--- src/rtl/regfile_dump_reader.sv ---
// Sequential register-file dump engine: walks addresses 0..NUM_REGS-1 on the read port and
// streams each word with its address over valid/ready, buffering in a 2-entry FIFO.
module regfile_dump_reader #(
    parameter int unsigned ADDR_W   = 6,
    parameter int unsigned DATA_W   = 32,
    parameter int unsigned NUM_REGS = 64
) (
    input  logic              clk,
    input  logic              rst_n,
    input  logic              start,
    output logic              busy,
    output logic              done,
    output logic [ADDR_W-1:0] rd_addr,
    input  logic [DATA_W-1:0] rd_data,
    output logic              out_valid,
    input  logic              out_ready,
    output logic [DATA_W-1:0] out_data,
    output logic [ADDR_W-1:0] out_addr,
    output logic              out_last
);

    localparam logic [ADDR_W-1:0] LastAddr = ADDR_W'(NUM_REGS - 1);

    typedef enum logic [1:0] {StIdle, StRun, StDrain, StDone} state_e;

    state_e            state_q;
    logic              inflight_q;
    logic [ADDR_W-1:0] infl_addr_q;
    logic [1:0]        used_q;
    logic [DATA_W-1:0] tail_data_q;
    logic [ADDR_W-1:0] tail_addr_q;
    logic              tail_last_q;

    logic       pop;
    logic       push;
    logic       push_last;
    logic       issue;
    logic [2:0] occ;

    // FIFO head lives directly in the out_* registers; the tail slot sits behind it.
    assign out_valid = (used_q != 2'd0);
    assign pop       = out_valid & out_ready;
    assign push      = inflight_q;
    assign push_last = (infl_addr_q == LastAddr);

    // Occupancy after this edge, counting the read whose data arrives next cycle.
    always_comb begin
        occ   = {1'b0, used_q} + {2'b00, inflight_q} - {2'b00, pop};
        issue = (state_q == StRun) && (occ < 3'd2);
    end

    always_ff @(posedge clk or negedge rst_n) begin
        if (!rst_n) begin
            state_q     <= StIdle;
            busy        <= 1'b0;
            done        <= 1'b0;
            rd_addr     <= '0;
            inflight_q  <= 1'b0;
            infl_addr_q <= '0;
            used_q      <= 2'd0;
            out_data    <= '0;
            out_addr    <= '0;
            out_last    <= 1'b0;
            tail_data_q <= '0;
            tail_addr_q <= '0;
            tail_last_q <= 1'b0;
        end else begin
            inflight_q <= issue;
            if (issue) begin
                infl_addr_q <= rd_addr;
            end

            case (state_q)
                StIdle: begin
                    if (start) begin
                        state_q <= StRun;
                        busy    <= 1'b1;
                        rd_addr <= '0;
                    end
                end
                StRun: begin
                    if (issue) begin
                        if (rd_addr == LastAddr) begin
                            state_q <= StDrain;
                        end else begin
                            rd_addr <= rd_addr + ADDR_W'(1);
                        end
                    end
                end
                StDrain: begin
                    // Beats leave in order, so popping the last one empties the pipeline.
                    if (pop && out_last) begin
                        state_q <= StDone;
                        busy    <= 1'b0;
                        done    <= 1'b1;
                    end
                end
                StDone: begin
                    done    <= 1'b0;
                    state_q <= StIdle;
                end
                default: state_q <= StIdle;
            endcase

            case ({push, pop})
                2'b10: begin
                    if (used_q == 2'd0) begin
                        out_data <= rd_data;
                        out_addr <= infl_addr_q;
                        out_last <= push_last;
                    end else begin
                        tail_data_q <= rd_data;
                        tail_addr_q <= infl_addr_q;
                        tail_last_q <= push_last;
                    end
                    used_q <= used_q + 2'd1;
                end
                2'b01: begin
                    out_data <= tail_data_q;
                    out_addr <= tail_addr_q;
                    out_last <= tail_last_q;
                    used_q   <= used_q - 2'd1;
                end
                2'b11: begin
                    if (used_q == 2'd1) begin
                        out_data <= rd_data;
                        out_addr <= infl_addr_q;
                        out_last <= push_last;
                    end else begin
                        out_data    <= tail_data_q;
                        out_addr    <= tail_addr_q;
                        out_last    <= tail_last_q;
                        tail_data_q <= rd_data;
                        tail_addr_q <= infl_addr_q;
                        tail_last_q <= push_last;
                    end
                end
                default: ;
            endcase
        end
    end

endmodule

--- config.mk ---
export PLATFORM = sky130hd
export DESIGN_NAME = regfile_dump_reader
export DESIGN_NICKNAME = d
export VERILOG_FILES = /design/src/rtl/regfile_dump_reader.sv
export SDC_FILE = /design/constraint.sdc
export NUM_CORES = 1
export LEC_CHECK = 0
export ABC_AREA = 1
export BUFFER_PORTS_ARGS = -buffer_cell sky130_fd_sc_hd__buf_2
export CAP_MARGIN = 10
export CORE_AREA = 10 10 103 105
export DETAILED_ROUTE_END_ITERATION = 16
export DIE_AREA = 0 0 113 115
export HOLD_SLACK_MARGIN = 0.15
export PLACE_DENSITY = 0.88
export SLEW_MARGIN = 25
export SYNTH_ARGS = -nofsm -noshare
export SYNTH_HDL_FRONTEND = slang
export SYNTH_SLANG_ARGS = --single-unit
--- constraint.sdc ---
create_clock -name clk -period 2.6 [get_ports clk]
set_input_delay 0.39 -clock clk [delete_from_list [all_inputs] [get_ports clk]]
set_output_delay 0.39 -clock clk [all_outputs]
set_load 0.01 [all_outputs]
; ---- After elaboration in Yosys (flattened, before gate mapping)
; Index checks and enable logic that the tools add are counted.
[word_totals]
reg_bits = 97
output_inout_bits = 48
elab_cells = 87
[op_classes]
n_addsub = 5
n_lt_le_gt_ge = 1
n_eq_ne = 17
muxes = 33
n_bitwise = 1
reduce_logical = 17
[ops]
columns = cell, count
row1 = $mux W32, 4
row2 = $pmux W32 S3, 1
row3 = $pmux W32 S2, 1
row4 = $mux W6, 7
row5 = $pmux W6 S2, 2
row6 = $pmux W6 S3, 1
row7 = $ne A2 B2 Y1 const B, 7
row8 = $eq A6 B6 Y1 const B, 2
row9 = $reduce_bool A2 Y1, 6
row10 = $eq A2 B2 Y1 const B, 4
row11 = $mux W2, 4
row12 = $pmux W2 S4, 1
row13 = $reduce_and A4 Y1, 2
row14 = $mux W1, 7
row15 = $add A6 B1 Y6 const B, 1
row16 = $eq A2 B1 Y1 const B, 3
row17 = $pmux W1 S2, 3
row18 = $reduce_and A3 Y1, 2
row19 = $logic_not A2 Y1, 2
row20 = $pmux W2 S2, 1
row21 = $reduce_and A2 Y1, 2
row22 = $add A2 B1 Y3, 1
row23 = $lt A3 B2 Y1 const B, 1
row24 = $pmux W1 S3, 1
row25 = 7 further kinds, 8

; ---- Logic depth before layout (Yosys ltp)
; Gate-level depths: netlist of run 1.
[logic_depth]
depth_word = 7
depth_mapped = 15
depth_no_buf = 15

; ---- Worst setup path after synthesis of run 1
; Ideal clock, no wire load.
[synth_timing]
path_kind = reg2reg
startpoint = register used_q[1]
endpoint = register rd_addr[5]
setup_ps = 116
arrival_ps = 2304
required_time_ps = 2484
slack_ps = 179
stages_incl_launch_ff = 14
period_less_slack_ps = 2421
path_cell_list = dfrtp_1 inv_1 ha_1 inv_2 nand2_4 nand2_1 a21oi_1 fa_1 inv_1 nand3_1 a21oi_1 nand2_1 nand2_1 nand2_1
[synth_between]
elab_chain_len = 7
word_cells_on_any_way = 8
classes_between = 2 x add/sub / 1 x order compare / 1 x eq/ne / 1 x bitwise / 3 x reduce/logical
[synth_lines]
columns = element, line
row1 = from (decl), 29  ; logic [1:0] used_q;
row2 = from (signal assigned), 116  ; used_q <= used_q + 2'd1;
row3 = from (signal assigned), 122  ; used_q <= used_q - 2'd1;
row4 = $reduce_bool A2 Y1, 41  ; assign out_valid = (used_q != 2'd0);
row5 = net out_valid, 15  ; output logic out_valid,
row6 = $and A1 B1 Y1, 42  ; assign pop = out_valid & out_ready;
row7 = $sub A3 B1 Y3, 48  ; occ = {1'b0, used_q} + {2'b00, inflight_q} - {2'b00, pop};
row8 = $lt A3 B2 Y1, 49  ; issue = (state_q == StRun) && (occ < 3'd2);
row9 = $logic_and A1 B1 Y1, 49
row10 = $ne A2 B2 Y1 (no source line), -
row11 = $reduce_and A4 Y1 (no source line), -
row12 = to (signal assigned), 86  ; rd_addr <= rd_addr + ADDR_W'(1);
row13 = to (decl), 13  ; output logic [ADDR_W-1:0] rd_addr,
; The timed path passes the listed nets, and every way through them passes these cells.
; A chain may end at the register's enable or synchronous reset.

; ---- Worst setup path in the final report of run 1
[layout_timing]
startpoint = register used_q[0]
endpoint = register rd_addr[1]
[layout_between]
elab_chain_len = 7
word_cells_on_any_way = 8
classes_between = 2 x add/sub / 1 x order compare / 1 x eq/ne / 1 x bitwise / 3 x reduce/logical
[layout_lines]
columns = element, line
row1 = "parallel branches: the longest is 2 deep, another holds $add A2 B1 Y3", -
row2 = $sub A3 B1 Y3 (*), 48
row3 = $lt A3 B2 Y1 (*), 49
row4 = $logic_and A1 B1 Y1 (*), 49
row5 = $ne A2 B2 Y1 (no source line) (*), -
row6 = $reduce_and A4 Y1 (no source line) (*), -
; Mark *: on every way between the ends.

==> flow_metrics.env, run 1 <==
export IMPL_ir_drop_mv=0.602
export IMPL_r2r_cells=12
export IMPL_path_class="reg -> reg"
export IMPL_ant_nets=0
export IMPL_design_portCount=84
export IMPL_ys_types=24
export IMPL_power_switching_uw=2620
export IMPL_fin_crit_sh=0.929
export IMPL_layout_common_cells="nand2_1 (405), dfrtp_1 (97), buf_2 (82)"
export IMPL_routed_wl_um=10900
export IMPL_synthSimpleGateAreaFrac=0.371
export IMPL_worstPathRequired_ns=2.89
export IMPL_cts_buffer_depth=2
export IMPL_gp_congestion=0.836
export IMPL_hold_class="in -> reg"
export IMPL_nNetsFinal=740
export IMPL_yosysSeqAreaShare=0.525
export IMPL_clockPowerShare=0.166
export IMPL_initialDrtViolationCount=257
export IMPL_p_comb_frac=0.443
export IMPL_cts_tree="built"
export IMPL_dieArea_um2=13000
export IMPL_cts_htree_levels=3
export IMPL_synth_top_family_by_area="simple AND/OR/NAND/NOR gates"
export IMPL_synth_compound_area_frac=0.0168
export IMPL_outcome="finished, final reports clean"
export IMPL_clk_pin_slew_ns=0.10
export IMPL_die_w_um=113
export IMPL_place_hpwl_um=7620
export IMPL_r2r_end="rd_addr[1]"
export IMPL_critical_path_startpoint="used_q[0]"
export IMPL_cts_root_buffer="clkbuf_8"
export IMPL_fin_crit_ns=2.42
export IMPL_arrival_ns=2.71
export IMPL_power_switching_share=0.435
export IMPL_antenna_found_initial=0
export IMPL_firstDrtPassIters=5
export IMPL_buffer_ports_inserted=83
export IMPL_grt_pass1_wl_um=18500
export IMPL_synthAdderAreaFrac=0.0287
export IMPL_yosys_area_top_type="dfrtp_1"
export IMPL_start_util=0.541
export IMPL_hold_path_depth=3
export IMPL_p_int_uw=3400
export IMPL_wl_per_cell_um=13.5
export IMPL_die_h_um=115
export IMPL_netlist_area_um2=4620
export IMPL_p_per_area_nw_per_um2=1130
export IMPL_crit_end="rd_addr[1]"
export IMPL_rows=34
export IMPL_fin_worst_skew_ns=0.0150
export IMPL_seqPwrFrac=0.391
export IMPL_overflow=0
export IMPL_drv_slew=0
export IMPL_fin_ws_ns=0.184
export IMPL_dp_slack_ns=0.108
export IMPL_synthXorXnorAreaFrac=0.00379
export IMPL_critPathMaxFanout=5
export IMPL_grt_max_degree=52
export IMPL_layout_drive_gt1_share=0.172
export IMPL_antennaDiodeCount=0
export IMPL_rr_startpoint="used_q[0]"
export IMPL_start_kind="flop"
export IMPL_finalPower_uw=6010
export IMPL_synth_cells=615
export IMPL_clk_latency_ns=0.36
export IMPL_reg2reg_slack_ns=0.18
export IMPL_drv_cap=0
export IMPL_end_kind="flop"
export IMPL_grt_util_all_layers=0.170
export IMPL_synth_warnings=0
export IMPL_routed_via_density=4.99
export IMPL_slew_headroom=0.520
export IMPL_layout_commonest_cell="nand2_1"
export IMPL_hold_viol=0
export IMPL_yosys_top_cells_area="dfrtp_1 (53%), nand2_1 (33%), ha_1 (2.4%)"
export IMPL_synthesis_nets=661
export IMPL_yosysTopAreaCellShare=0.525
export IMPL_drc_errors=0
export IMPL_leakage_uw=0.00314
export IMPL_fmaxAchievable_ghz=0.414
export IMPL_avgSynthCellArea_um2=7.52
export IMPL_tightest_slew_ns=0.720
export IMPL_ys_ff_latch=97
export IMPL_grt_pass1_vias=4059
export IMPL_setup_violations=0
export IMPL_core_area_um2=8550
export IMPL_num_vias=4027
export IMPL_cts_buffers=9
export IMPL_cts_sinks=97
export IMPL_synthMuxAreaShare=0
export IMPL_syn_to_final_growth_pct=14.9
==> state kept, by name, summed over array words and instances, names as in the netlist <==
signal / flops
infl_addr_q: 6
out_addr: 6
state_q: 2
inflight_q: 1
done: 1
tail_last_q: 1
tail_data_q: 32
busy: 1
tail_addr_q: 6
out_data: 32
used_q: 2
rd_addr: 6
out_last: 1
==> metrics by stage <==
stage / std cells / hold WS (ns) / utilization / setup TNS [ns] / area [um^2]
detailed placement: 789 / 0.461 / 0.593 / 0 / 5070
finish: 807 / 0.241 / 0.621 / 0 / 5310
global route: 807 / 0.237 / 0.621 / -0.139 / 5310
floorplan: 615 / 0.0944 / - / 0 / 4620
CTS: 806 / 0.221 / 0.618 / 0 / 5280
global placement: 789 / 0.451 / 0.593 / 0 / 5070
==> synth_stat cells <==
library cell	number
dfrtp_1	97
a21oi_1	3
buf_4	1
o21ai_1	1
clkbuf_1	5
inv_1	20
inv_2	4
nor2_4	2
nand3_1	11
nand2_4	1
buf_2	10
buf_6	7
nor2_1	15
nand2_1	406
o21ai_0	10
xnor2_1	2
buf_1	2
a22oi_1	1
nand3b_1	1
ha_1	9
nand2_2	2
nand4_1	3
nor3b_1	1
fa_1	1
==> cell families after synthesis <==
family / after synthesis
and+or+nand+nor: 442
DFF: 97
buffers and inverters: 49
AOI/OAI and AO/OA: 15
adders and majority gates: 10
xor gates and xnor gates: 2
==> how the worst min path moves through the flow <==
stage	slack [ns]	startpoint	endpoint
after global routing	0.24	rd_data[4]	tail_data_q[4]
after detailed placement	0.46	rst_n	out_data[9]
after CTS	0.22	rd_data[27]	tail_data_q[27]
after global placement	0.45	rst_n	tail_data_q[12]
after floorplan	0.09	rst_n	busy
final	0.24	rd_data[27]	tail_data_q[27]
==> area by class of cell <==
| class | instances | area, um^2 |
|---|---|---|
| clock buffers | 9 | 124 |
| clock inverters | 7 | 76.3 |
| fillers | 748 | 3240 |
| inverters | 24 | 90.1 |
| multi-input cells | 469 | 1960 |
| flip-flops and latches | 97 | 2430 |
| well taps | 108 | 135 |
| repair buffers | 93 | 495 |
==> power by group through the flow <==
stage	logic (uW)	clock network (uW)	registers (uW)
final	2670	997	2350
after detailed placement	2620	0	2380
after CTS	2640	1020	2350
after floorplan	1830	0	2450
after global placement	2500	0	2340
after global routing	3080	1090	2410
==> what timing repair did <==
item / in CTS / in global routing
gates resized for setup: 0 / 4
endpoints found under the hold margin: 48 / 0
hold buffers: 1 / 0
buffers inserted: 0 / 1
setup endpoints to repair: 0 / 12
==> metal layers <==
layer / track usage / vias to the layer above / share of wire
met5: 0 / - / 0
met3: 0.0391 / 17 / 0.060
met4: 0.0728 / 0 / 0.018
met2: 0.297 / 102 / 0.48
met1: 0.197 / 1889 / 0.44
li1: - / 2019 / -
==> critical path, cell delays in order (launching register included) <==
cell and delay, ns:
dfrtp_1 0.44, inv_1 0.12, ha_4 0.20, nor2_4 0.14, nand2_1 0.10, a21oi_1 0.16
fa_1 0.44, inv_1 0.08, nand3_1 0.13, a21oi_2 0.21, buf_4 0.17, nand3b_1 0.07
nand2_1 0.07
Power figures use the tool's default switching activity.
==> inputs of run 2 (changes only) <==
- CTS_BUF_LIST: unset -> sky130_fd_sc_hd__clkbuf_16
- GPL_TIMING_DRIVEN: unset -> 0
- REMOVE_ABC_BUFFERS: unset -> 1
==> flow_metrics.env, run 2 (synthesis results as in run 1) <==
export IMPL_leakage_uw=0.00316
export IMPL_final_area_um2=5400
export IMPL_drv_slew=0
export IMPL_p_per_area_nw_per_um2=1170
export IMPL_slew_headroom=0.435
export IMPL_layout_drive_gt1_share=0.173
export IMPL_routed_via_density=5.15
export IMPL_antennaDiodeCount=0
export IMPL_drv_cap=0
export IMPL_cts_sinks=97
export IMPL_critPathSlowestCell="dfrtp_1"
export IMPL_fin_util=0.632
export IMPL_slowest_delay_ns=0.42
export IMPL_die_h_um=115
export IMPL_hold_viol=0
export IMPL_grt_util_all_layers=0.177
export IMPL_hold_class="in -> reg"
export IMPL_wl_per_cell_um=14.1
export IMPL_nNetsFinal=735
export IMPL_cp_common_cell="nand2_1"
export IMPL_cts_tree="built"
export IMPL_dieArea_um2=13000
export IMPL_arrival_ns=2.68
export IMPL_top_layer="met4"
export IMPL_wl_met3_um=828
export IMPL_start_kind="flop"
export IMPL_grt_max_degree=75
export IMPL_layout_commonest_cell="nand2_1"
export IMPL_rows=34
export IMPL_fin_worst_skew_ns=0.00679
export IMPL_cts_buffers=9
export IMPL_buffer_ports_inserted=83
export IMPL_routed_wl_um=11300
export IMPL_antenna_found_initial=0
export IMPL_drc_errors=0
export IMPL_firstDrtPassIters=5
export IMPL_setup_violations=0
export IMPL_ant_nets=0
export IMPL_reg_largest_list="out_data: 32 flops, tail_data_q: 32 flops"
export IMPL_fin_crit_ns=2.44
export IMPL_outcome="finished, final reports clean"
export IMPL_critPathMaxFanout=6
export IMPL_place_area_um2=5050
export IMPL_start_util=0.541
export IMPL_cts_buffer_depth=2
export IMPL_clk_pin_slew_ns=0.07
export IMPL_cts_root_buffer="clkbuf_16"
export IMPL_clk_latency_ns=0.34
export IMPL_grt_pass1_wl_um=19200
export IMPL_route_met2_wl_um=5640
export IMPL_fmaxAchievable_ghz=0.409
export IMPL_path_cells="inv_1 -> ha_2 -> inv_2 -> nand2_4 -> nand2_1 -> a21oi_2 -> fa_1 -> inv_1 -> nand3_1 -> a21oi_4 -> nand2_2 -> nand2_1 -> nand2_1"
export IMPL_place_hpwl_um=7410
export IMPL_critical_path_n_buffers_inverters=3
export IMPL_gp_congestion=0.908
export IMPL_core_area_um2=8550
export IMPL_initialDrtViolationCount=378
export IMPL_path_delay_family="adder cells"
export IMPL_fin_crit_sh=0.940
export IMPL_path_class="reg -> reg"
export IMPL_overflow=0
export IMPL_tightest_slew_ns=0.845
export IMPL_die_w_um=113
export IMPL_syn_to_final_growth_pct=16.8
export IMPL_end_kind="flop"
export IMPL_met1_length_um=4740
export IMPL_num_vias=4132
export IMPL_grt_pass1_vias=4180
export IMPL_worstPathRequired_ns=2.83
export IMPL_layout_common_cells="nand2_1 (402), dfrtp_1 (97), buf_2 (82)"
export IMPL_ir_drop_mv=0.816
export IMPL_cts_htree_levels=3
export IMPL_design_portCount=84
-- run 2: changes by cell type in the layout (fill, tap and decap cells not counted), moves of 2 or more --
cell	delta
nand2_2	+2
inv_4	+2
clkbuf_16	+9
clkbuf_8	-9
clkinv_4	+2
nand2_1	-3
buf_4	-7
-- run 2: stage by stage --
| step | TNS (ns) | setup slack, ns | hold WS, ns | total power (uW) | cells |
|---|---|---|---|---|---|
| 2_1_floorplan | 0 | 0.179 | 0.0944 | 4070 | 590 |
| 3_3_place_gp | -19.68 | -0.452 | 0.453 | 4830 | 781 |
| 3_5_place_dp | -6.16 | -0.184 | 0.270 | 4980 | 782 |
| 4_1_cts | 0 | 0.0204 | 0.253 | 6280 | 799 |
| 5_1_grt | -0.110 | -0.0366 | 0.257 | 6870 | 802 |
| 6_report | 0 | 0.156 | 0.257 | 6340 | 802 |
-- run 2: cell type report --
type | instances | area, um^2
Clock buffer | 9 | 225
Tap cell | 108 | 135
Timing Repair Buffer | 88 | 482
Multi-Input combinational cell | 469 | 1980
Clock inverter | 7 | 60.1
Sequential cell | 97 | 2430
Inverter | 24 | 95.1
Fill cell | 683 | 3150
-- run 2: what timing repair did --
item	in CTS	in global routing
resized for setup	4	5
endpoints found under the setup margin	46	13
hold buffers	1	0
pin swaps	0	2
hold endpoints to repair	23	0
setup buffers	0	3
-- run 2: tightest hold or removal path, stage by stage --
cell and delay [ns]:
buf_2 0.08, nand2_1 0.04, nand2_1 0.05
-- run 2: worst paths after layout --
| check | start | to | slack, ns | cells after the start |
|---|---|---|---|---|
| hold / removal | rd_data[19] | tail_data_q[19] | 0.26 | 3 |
| hold reg to reg | out_data[18] | out_data[18] | 0.47 | 2 |
| setup reg to reg | used_q[0] | rd_addr[3] | 0.16 | 13 |
| setup / recovery | used_q[0] | rd_addr[3] | 0.16 | 13 |
| max in group asynchronous | rst_n | inflight_q | 1.49 | 3 |
| min in group asynchronous | rst_n | tail_data_q[27] | 0.48 | 2 |
-- run 2: metal layers --
layer / up-vias / track usage
met5: - / 0
met4: 0 / 0.0635
met3: 19 / 0.0427
met2: 144 / 0.306
met1: 1963 / 0.210
li1: 2006 / -
-- run 2: report_power, final --
| part | internal (uW) | switching (uW) | leakage [uW] |
|---|---|---|---|
| registers | 2050 | 324 | 0.00126 |
| logic | 883 | 1810 | 0.00177 |
| clock network | 666 | 601 | 0.000137 |
==> inputs of run 3 (changes only) <==
- CORE_AREA: 10 10 103 105 -> 10 10 108 110
- DIE_AREA: 0 0 113 115 -> 0 0 118 120
- PLACE_DENSITY: 0.88 -> 0.84
- clock period: 2.6 -> 2.1 ns (I/O delays scaled with it)
==> flow_metrics.env, run 3 (synthesis results as in run 1) <==
export IMPL_outcome="finished, violations left"
export IMPL_violations="setup timing"
export IMPL_gp_congestion=0.900
export IMPL_wl_met3_um=670
export IMPL_routed_via_density=4.95
export IMPL_fin_ws_ns=-0.113
export IMPL_syn_to_final_growth_pct=21.1
export IMPL_route_met2_wl_um=5540
export IMPL_cts_tree="built"
export IMPL_slowest_delay_ns=0.44
export IMPL_rsz0062_at_grt="yes"
export IMPL_layout_common_cells="nand2_1 (394), dfrtp_1 (97), buf_2 (82)"
export IMPL_clk_pin_slew_ns=0.07
export IMPL_fin_worst_skew_ns=0.00577
export IMPL_cts_htree_levels=3
export IMPL_met1_length_um=5020
export IMPL_cp_common_cell="inv_2"
export IMPL_cts_buffer_depth=2
export IMPL_tightest_slew_ns=0.875
export IMPL_hold_class="in -> reg"
export IMPL_firstDrtPassIters=6
export IMPL_drv_cap=0
export IMPL_dieArea_um2=14200
export IMPL_cts_root_buffer="clkbuf_16"
export IMPL_top_layer="met4"
export IMPL_p_per_area_nw_per_um2=1470
export IMPL_routed_wl_um=11300
export IMPL_clk_latency_ns=0.34
export IMPL_drc_errors=0
export IMPL_buffer_ports_inserted=83
export IMPL_dp_slack_ns=-0.644
export IMPL_layout_drive_gt1_share=0.198
export IMPL_hold_path_depth=3
export IMPL_cts_sinks=97
export IMPL_worstPathRequired_ns=2.38
export IMPL_num_vias=4136
export IMPL_critical_path_startpoint="used_q[1]"
export IMPL_start_kind="flop"
export IMPL_rr_startpoint="used_q[1]"
export IMPL_die_w_um=118
export IMPL_ant_nets=0
export IMPL_fillers=853
export IMPL_grt_pass1_wl_um=18700
export IMPL_nNetsFinal=745
export IMPL_layout_commonest_cell="nand2_1"
export IMPL_end_kind="flop"
export IMPL_start_util=0.484
export IMPL_grt_util_all_layers=0.157
export IMPL_arrival_ns=2.49
export IMPL_grt_pass1_vias=3989
export IMPL_overflow=0
export IMPL_die_h_um=120
export IMPL_rows=36
export IMPL_ir_drop_mv=0.870
export IMPL_antennaDiodeCount=0
export IMPL_core_area_um2=9550
export IMPL_critPathSlowestCell="fa_1"
export IMPL_reg_largest_list="out_data: 32 flops, tail_data_q: 32 flops"
export IMPL_fmaxAchievable_ghz=0.452
export IMPL_r2r_end="rd_addr[1]"
export IMPL_critPathMaxFanout=4
export IMPL_grt_max_degree=66
export IMPL_initialDrtViolationCount=372
export IMPL_setup_violations=12
export IMPL_place_hpwl_um=7100
export IMPL_drv_slew=0
export IMPL_hold_viol=0
export IMPL_whs_ns=0.190
export IMPL_critical_path_n_buffers_inverters=3
export IMPL_antenna_found_initial=0
export IMPL_design_portCount=84
export IMPL_finalPower_uw=8210
export IMPL_fin_crit_ns=2.21
export IMPL_hold_end="tail_data_q[26]"
export IMPL_cts_buffers=9
export IMPL_wl_per_cell_um=13.5
export IMPL_path_cells="inv_2 -> ha_4 -> nor2_4 -> nand2_2 -> a21oi_2 -> fa_1 -> inv_2 -> nand3_4 -> a21oi_4 -> buf_4 -> nand3b_1 -> nand2_1"
export IMPL_r2r_cells=12
export IMPL_hp_start="rd_data[26]"
export IMPL_path_class="reg -> reg"
export IMPL_leakage_uw=0.00323
export IMPL_slew_headroom=0.414
export IMPL_path_delay_family="adder cells"
export IMPL_reg2reg_slack_ns=-0.11
export IMPL_fin_crit_sh=1.05
run 3: layout make-up:
cell class	instances	area [um^2]	share of cell area
inverter	24	108	0.0192
clock buffer	9	225	0.0402
timing repair buffer	98	564	0.101
sequential	97	2430	0.434
clock inverter	6	58.8	0.0105
tap	133	166	0.0297
multi-input combinational	469	2050	0.366
run 3: through the flow:
stage / area [um^2] / cells / setup TNS [ns] / util
2_1_floorplan: 4460 / 590 / -9.74 / -
3_3_place_gp: 5040 / 806 / -83.95 / 0.528
3_5_place_dp: 5080 / 807 / -49.25 / 0.532
4_1_cts: 5520 / 833 / -0.200 / 0.578
5_1_grt: 5600 / 836 / -4.53 / 0.586
6_report: 5600 / 836 / -0.781 / 0.586
run 3: tightest hold or removal path, delay by kind of cell:
family	cells	cell delay [ns]
buffers and inverters	1	0.08
and+or+nand+nor	2	0.09
run 3: power by group:
part	internal [uW]	leakage, uW	switching, uW
registers	2540	0.00126	374
clock network	911	0.000137	700
logic	1310	0.00183	2380
total	4760	0.00323	3450
run 3: how the worst max path moves through the flow:
stage	end	slack (ns)	depth (start not counted)
2_1_floorplan	rd_addr[5]	-0.32	13
3_3_place_gp	out_data[4]	-0.94	8
3_5_place_dp	tail_data_q[13]	-0.64	10
4_1_cts	rd_addr[4]	-0.06	13
5_1_grt	rd_addr[1]	-0.22	13
6_report	rd_addr[1]	-0.11	12
run 3: what timing repair did:
item | in CTS | in global routing
endpoints found under the setup margin | 93 | 92
gates cloned | 0 | 0
hold buffers | 1 | 0
setup buffers | 10 | 3
pin swaps | 10 | 8
endpoints found under the hold margin | 32 | 0
gates resized for setup | 18 | 21
run 3: metal layers:
layer / GRT usage / up-vias
met5: 0 / -
met1: 0.188 / 1956
li1: - / 2028
met2: 0.270 / 142
met4: 0.0464 / 0
met3: 0.0427 / 10
